## config.mk

```make
export PLATFORM = sky130hd
export DESIGN_NAME = seq_div
export DESIGN_NICKNAME = d
export VERILOG_FILES = /design/src/rtl/seq_arith_pkg.sv /design/src/rtl/seq_div_chk.sv /design/src/rtl/seq_div.sv
export SDC_FILE = /design/constraint.sdc
export NUM_CORES = 1
export LEC_CHECK = 0
export ABC_CLOCK_PERIOD_IN_PS = 5870
export CAP_MARGIN = 25
export CORE_MARGIN = 8
export CORE_UTILIZATION = 38
export CTS_CLUSTER_DIAMETER = 50
export DETAILED_ROUTE_END_ITERATION = 8
export GPL_TIMING_DRIVEN = 0
export PLACE_DENSITY = 0.59
export SLEW_MARGIN = 20
export SYNTH_ARGS = -nofsm -noshare
export SYNTH_HDL_FRONTEND = slang
export SYNTH_SLANG_ARGS = --single-unit
```

## constraint.sdc

```tcl
create_clock -name clk -period 5.87 [get_ports clk]
set_clock_uncertainty 0.05 [all_clocks]
set_input_delay 1.761 -clock clk [delete_from_list [all_inputs] [get_ports clk]]
set_output_delay 1.761 -clock clk [all_outputs]
set_load 0.01 [all_outputs]
```

## src/rtl/seq_arith_pkg.sv

```systemverilog
// Shared definitions for the sequential arithmetic blocks (divider, multiplier).
// Holds the common state encoding and the default operand width.
package seq_arith_pkg;

    localparam int DEFAULT_N = 5;

    typedef enum logic [1:0] {
        IDLE = 2'd0,
        CALC = 2'd1,
        DONE = 2'd2
    } state_t;

endpackage

```

## src/rtl/seq_div_chk.sv

```systemverilog
// Combinational special-case detection for the signed divider.
// Flags divide-by-zero and the single overflowing operand pair (-2^(N-1) / -1).
module seq_div_chk #(
    parameter int N = 5
) (
    input  logic [N-1:0] a,
    input  logic [N-1:0] b,
    output logic         div_zero,
    output logic         ovf
);

    localparam logic [N-1:0] MOST_NEG = {1'b1, {(N-1){1'b0}}};

    assign div_zero = (b == '0);
    assign ovf      = (a == MOST_NEG) && (b == '1);

endmodule

```

## src/rtl/seq_div.sv

```systemverilog
// Signed N-bit sequential divider: restoring division on magnitudes, one quotient
// bit per cycle, fixed latency of N+1 cycles from the accepting edge to valid.
module seq_div
    import seq_arith_pkg::*;
#(
    parameter int N = DEFAULT_N
) (
    input  logic         clk,
    input  logic         rst,
    input  logic         start,
    input  logic [N-1:0] a,
    input  logic [N-1:0] b,
    output logic [N-1:0] q,
    output logic [N-1:0] r,
    output logic         valid,
    output logic         busy,
    output logic         error
);

    localparam int            CW   = $clog2(N + 1);
    localparam logic [CW-1:0] LAST = CW'(N - 1);
    localparam logic [N-1:0]  ONE  = {{(N-1){1'b0}}, 1'b1};

    state_t         state;
    logic [CW-1:0]  cnt;
    logic [N:0]     rem;
    logic [N-1:0]   dq;
    logic [N-1:0]   mb;
    logic [N-1:0]   a_hold;
    logic           neg_q;
    logic           neg_r;
    logic           dz_hold;
    logic           ovf_hold;

    logic [N-1:0]   mag_a;
    logic [N-1:0]   mag_b;
    logic [N:0]     shifted;
    logic [N:0]     diff;
    logic           div_zero;
    logic           ovf;

    seq_div_chk #(.N(N)) u_chk (
        .a        (a),
        .b        (b),
        .div_zero (div_zero),
        .ovf      (ovf)
    );

    // NOTE: every signal driven here gets a value on every path, so no latch is inferred.
    always_comb begin
        mag_a   = a[N-1] ? (~a + ONE) : a;
        mag_b   = b[N-1] ? (~b + ONE) : b;
        // Next dividend bit enters the partial remainder from dq's MSB.
        shifted = (rem << 1) | {{N{1'b0}}, dq[N-1]};
        diff    = shifted - {1'b0, mb};
    end

    // NOTE: all state is updated with non-blocking assignments so every register
    // samples pre-edge values regardless of statement order.
    always_ff @(posedge clk) begin
        if (rst) begin
            state    <= IDLE;
            cnt      <= '0;
            busy     <= 1'b0;
            valid    <= 1'b0;
            error    <= 1'b0;
            q        <= '0;
            r        <= '0;
            rem      <= '0;
            dq       <= '0;
            mb       <= '0;
            a_hold   <= '0;
            neg_q    <= 1'b0;
            neg_r    <= 1'b0;
            dz_hold  <= 1'b0;
            ovf_hold <= 1'b0;
        end else begin
            valid <= 1'b0;
            case (state)
                IDLE: begin
                    if (start) begin
                        a_hold   <= a;
                        dq       <= mag_a;
                        mb       <= mag_b;
                        rem      <= '0;
                        neg_q    <= a[N-1] ^ b[N-1];
                        neg_r    <= a[N-1];
                        dz_hold  <= div_zero;
                        ovf_hold <= ovf;
                        cnt      <= '0;
                        busy     <= 1'b1;
                        state    <= CALC;
                    end
                end
                CALC: begin
                    // A negative trial difference means restore; its borrow bit is the inverted quotient bit.
                    rem <= diff[N] ? shifted : diff;
                    dq  <= {dq[N-2:0], ~diff[N]};
                    cnt <= cnt + CW'(1);
                    if (cnt == LAST) begin
                        busy  <= 1'b0;
                        state <= DONE;
                    end
                end
                DONE: begin
                    valid <= 1'b1;
                    error <= dz_hold | ovf_hold;
                    if (dz_hold) begin
                        q <= '1;
                        r <= a_hold;
                    end else begin
                        // The overflow pair lands here too: 2^(N-1) read back as signed is -2^(N-1).
                        q <= neg_q ? (~dq + ONE) : dq;
                        r <= neg_r ? (~rem[N-1:0] + ONE) : rem[N-1:0];
                    end
                    state <= IDLE;
                end
                default: state <= IDLE;
            endcase
        end
    end

endmodule

```

==> Word-level counts from Yosys, hierarchy flattened <==
Index checks and enable logic that the tools add are counted.
{ "word_totals": {"register_bits": 42, "inputBits": 13, "elab_cells": 64, "output_inout_bits": 13} }
{ "op_classes": {"muxes": 20, "bitwise_logic": 8, "addsub": 6, "reduce_logical": 8, "eq_ne": 7} }
{ "op_table": {"columns": ["operator", "count"], "rows": [
  ["2-to-1 mux 5 bit", 9],
  ["adder 5 x 1 -> 5 bit (second input constant)", 4],
  ["inverter 5 bit", 4],
  ["one-hot mux 5 bit (2 select lines)", 2],
  ["equality test 5 bit (second input constant)", 2],
  ["bitwise OR 6 x 1 -> 6 bit", 1],
  ["one-hot mux 3 bit (2 select lines)", 1],
  ["AND reduction 2 bit", 3],
  ["subtractor 6 x 5 -> 6 bit", 1],
  ["logical NOT 5 bit", 1],
  ["2-to-1 mux 2 bit", 2],
  ["inequality test 2 bit (second input constant)", 2],
  ["one-hot mux 2 bit (2 select lines)", 1],
  ["adder 3 x 1 -> 3 bit (second input constant)", 1],
  ["equality test 3 bit (second input constant)", 1],
  ["2-to-1 mux 1 bit", 3],
  ["2-to-1 mux 3 bit", 1],
  ["AND reduction 3 bit", 1],
  ["equality test 2 x 1 -> 1 bit (second input constant)", 1],
  ["equality test 2 bit (second input constant)", 1],
  ["logical NOT 2 bit", 1],
  ["one-hot mux 1 bit (2 select lines)", 1],
  ["nonzero test 2 bit", 1],
  ["logical AND 1 bit", 1],
  ["other kinds (3)", 3]
]} }

==> Depth between registers and ports, before layout <==
{ "depth": {"depth_word": 5, "mapped_depth": 8} }

==> Cells and area by module <==
A second synthesis with hierarchy kept.
{ "hier_totals": {"cells_unflattened": 273, "hier_area_um2": 2213.4} }
{ "modules_own_cells": {"columns": ["module", "cells_per_inst", "area_each_um2", "instances"], "rows": [
  ["seq_div", 268, 2178.3, 1],
  ["seq_div_chk", 5, 35.0, 1]
]} }

==> Least setup slack after synthesis <==
Ideal clock, no wire load.
{ "synth_path": {"path_type": "input port to flip-flop", "start": "input a[0]", "end": "register dq[2]", "slack_ns": 3.125, "t_required_ns": 5.692, "n_path_buf": 0, "stages": 6, "arrival_ns": 2.567, "setup_ns": 0.128, "cell_sequence": "inv_1 ha_1 nand2b_1 xnor2_1 a222oi_1 nor2_1"} }
{ "synth_between": {"elab_chain_cells": 5} }
{ "synth_lines": {"columns": ["item", "line_no", "text"], "rows": [
  ["start, declared", "seq_div.sv:11", "input logic [N-1:0] a,"],
  ["inverter 5 bit", "seq_div.sv:51", "mag_a = a[N-1] ? (~a + ONE) : a;"],
  ["adder 5 x 1 -> 5 bit", "seq_div.sv:51", null],
  ["2-to-1 mux 5 bit", "seq_div.sv:51", null],
  ["2-to-1 mux 5 bit", "seq_div.sv:81", "if (start) begin"],
  ["one-hot mux 5 bit (2 select lines)", "seq_div.sv:79", "case (state)"],
  ["end signal, assigned", "seq_div.sv:83", "dq <= mag_a;"],
  ["end signal, assigned", "seq_div.sv:98", "dq <= {dq[N-2:0], ~diff[N]};"],
  ["end, declared", "seq_div.sv:27", "logic [N-1:0] dq;"]
]} }
No other way between the ends. The select of a mux whose other input is x is not followed.
A chain may end at the register's enable or synchronous reset.

==> Worst setup path in the final report <==
{ "layout_path": {"start": "input start", "end": "register a_hold[3]"} }
{ "layout_between": {"elab_chain_cells": 1} }
{ "layout_lines": {"columns": ["item", "line_no", "text"], "rows": [
  ["start, declared", "seq_div.sv:10", "input logic start,"],
  ["AND reduction 2 bit (no line)", null, null],
  ["end signal, assigned", "seq_div.sv:72", "a_hold <= '0;"],
  ["end signal, assigned", "seq_div.sv:82", "a_hold <= a;"],
  ["end, declared", "seq_div.sv:29", "logic [N-1:0] a_hold;"]
]} }
No other way between the ends.

==> metrics.txt <==
GR Util All Layers 0.130; largest net degree at the start of global routing 12; Worst-path clk slew 70 ps; switching share of total power 0.300; Synth top area share 0.372; critical-path cell with the highest stage delay nor3b_2; n_diodes 0; Post-synth EDFFs 0; largest cells by area after synthesis dfxtp_1 37%, ha_1 6.8%, nor2_1 6.6%; drt drc 0; Placeable Area 5570 sq um; I/O pins 26; number of setup violations in the final report 0; Synth Area per Inst 8.15 sq um; hpwl dp 4000 um; CP max stage delay 600 ps; nature of the critical path endpoint flop; WL final 5220 um; row count 27; maximum clock frequency 306 MHz; Yosys cell types 44; RSZ-0062 raised after global routing false; setup tns final 0 ps; max_slew headroom 0.552; Vias 1897; Gate Count Post-Synth 271; leak pwr 0.000957 uW; Post-DP Area 2530 sq um; sequential fraction of design power 0.489; largest area contributor in the netlist dfxtp_1; 1st-iter DRT viols 177; most frequent cell after synthesis dfxtp_1; Die H 92.2 um; CTS H-Tree Depth 2; pre-CTS setup slack 2300 ps; Commonest cells post-synth 41 x dfxtp_1, 39 x nor2_1, 34 x nand2_1; die area 8510 sq um; #FFs+latches synth 41; CP required 6040 ps; Worst Path Arrival 3440 ps; routability cong. 0.842; Hold Path Class reg2reg; Mapped Area 2210 sq um; CTS Hold Buffers Added 0; sw power 189 uW; cell area after layout 2600 sq um; Synth Flop Type dfxtp_1; CP startpoint kind input port; fin crit period 3270 ps; Hold Fails Final Rpt 0; ANT nets after route 0; clk_lat worst skew 290 ps; IO buf count 23; total gr overflow 0; global-route wire length before repair 8970 um; Max clock buf depth 2; Post-CTS Resized 0; setup bufs post-CTS 0; Cell Int Power 440 uW; CTS root buf clkbuf_8; placed cells 366; Comb pwr share 0.241; Pre-Repair DR Iteration Count 4; Layout Nets 327; worst path cell trace clkdlybuf4s50_1 -> nor3b_2 -> buf_2 -> nand2_1 -> a21oi_1; Die W 92.2 um; Num CTS Buffers 5; Syn-to-layout area delta 17.8%; max cap viols 0; clock power share 0.269; clock sink count 41; Peak VDD IR 99.1 uV; power density over cell area 242 nW/um^2; Post-synth ARST share 0; initial core utilization 0.396; sequential area share after synthesis 0.372; vias in the first global route 1793; crit-path max FO 10; final slew viol count 0; outcome complete, no violations; initial antenna violation count 0; Yosys Warn Count 0; CTS tree built; Final period util 0.557; final worst slack 2600 ps; Avg WL per Cell 14.0 um; Avg Vias per Cell 5.10; non-filler cells, final 372; syn_nets 297; ratio of cells with drive above 1 in the final layout 0.0533; kind of critical path in2reg; worst-margin pin slew 670 ps
==> placed cells by master, fill, tap and decap left out, drive strengths merged, types with 4 or more instances in the layout <==
cell type	synthesis	layout
a21oi	19	19
nor2	39	39
xor2	5	5
o31ai	5	5
nor3	6	6
nand2b	6	6
inv	16	16
nand2	34	34
xnor2	7	7
a211oi	11	11
clkbuf	9	14
clkdlybuf4s50	0	23
ha	12	12
mux2i	6	6
nor2b	9	9
buf	4	4
o21ai	11	11
dfxtp	41	41
==> sequential cells by signal (all words and copies together) (netlist names) <==
signal and count:
a_hold 5, dq 5, mb 5, q 5
r 5, rem 5, cnt 3, state 2
busy 1, dz_hold 1, error 1, neg_q 1
ovf_hold 1, valid 1
==> worst max-delay path, delay by kind of cell <==
kind,cells,cell delay (ps)
AND/OR/NAND/NOR,2,690
buffers and inverters,2,870
AO/OA/AOI/OAI,1,110
==> through the flow <==
step	power, uW	hold slack [ps]	util
2_1_floorplan	426	382	-
3_3_place_gp	464	394	0.454
3_5_place_dp	466	399	0.454
4_1_cts	636	410	0.467
5_1_grt	670	431	0.467
6_report	629	404	0.467
==> per-layer routing <==
metal / GRT usage / wire [um] / up-vias
li1: - / - / 990
met3: 0.0236 / 258 / 5
met5: 0 / 0 / -
met2: 0.194 / 2200 / 43
met4: 0.0523 / 82 / 0
met1: 0.178 / 2680 / 859
==> path summary, 6_finish.rpt <==
check	from	end	slack, ps	depth (start not counted)
max	start	a_hold[3]	2600	5
min reg2reg	r[4]	r[4]	400	2
max reg2reg	rem[2]	rem[0]	3580	6
min	r[4]	r[4]	400	2
==> cell type report <==
cell class,instances,area [sq um]
sequential,41,821
clock inverter,1,5.00
fill,583,2970
timing repair buffer,23,230
inverter,16,60.1
multi-input combinational,201,1270
tap,72,90.1
buffer,13,52.6
clock buffer,5,68.8
==> cells by family after synthesis <==
| logic type | share of synthesized area |
|---|---|
| xor+xnor | 0.0476 |
| compound gates | 0.197 |
| simple gates | 0.214 |
| mux | 0.0425 |
| buf+inv | 0.0510 |
| fa+ha+maj | 0.0771 |
| flops | 0.372 |
==> power groups by stage <==
stage | sequential (uW) | clock, uW | combinational [uW]
finish | 308 | 169 | 152
CTS | 307 | 176 | 153
global placement | 313 | 0 | 150
floorplan | 309 | 0 | 117
detailed placement | 314 | 0 | 152
global route | 310 | 189 | 171
(Power assumes the default switching activity.)
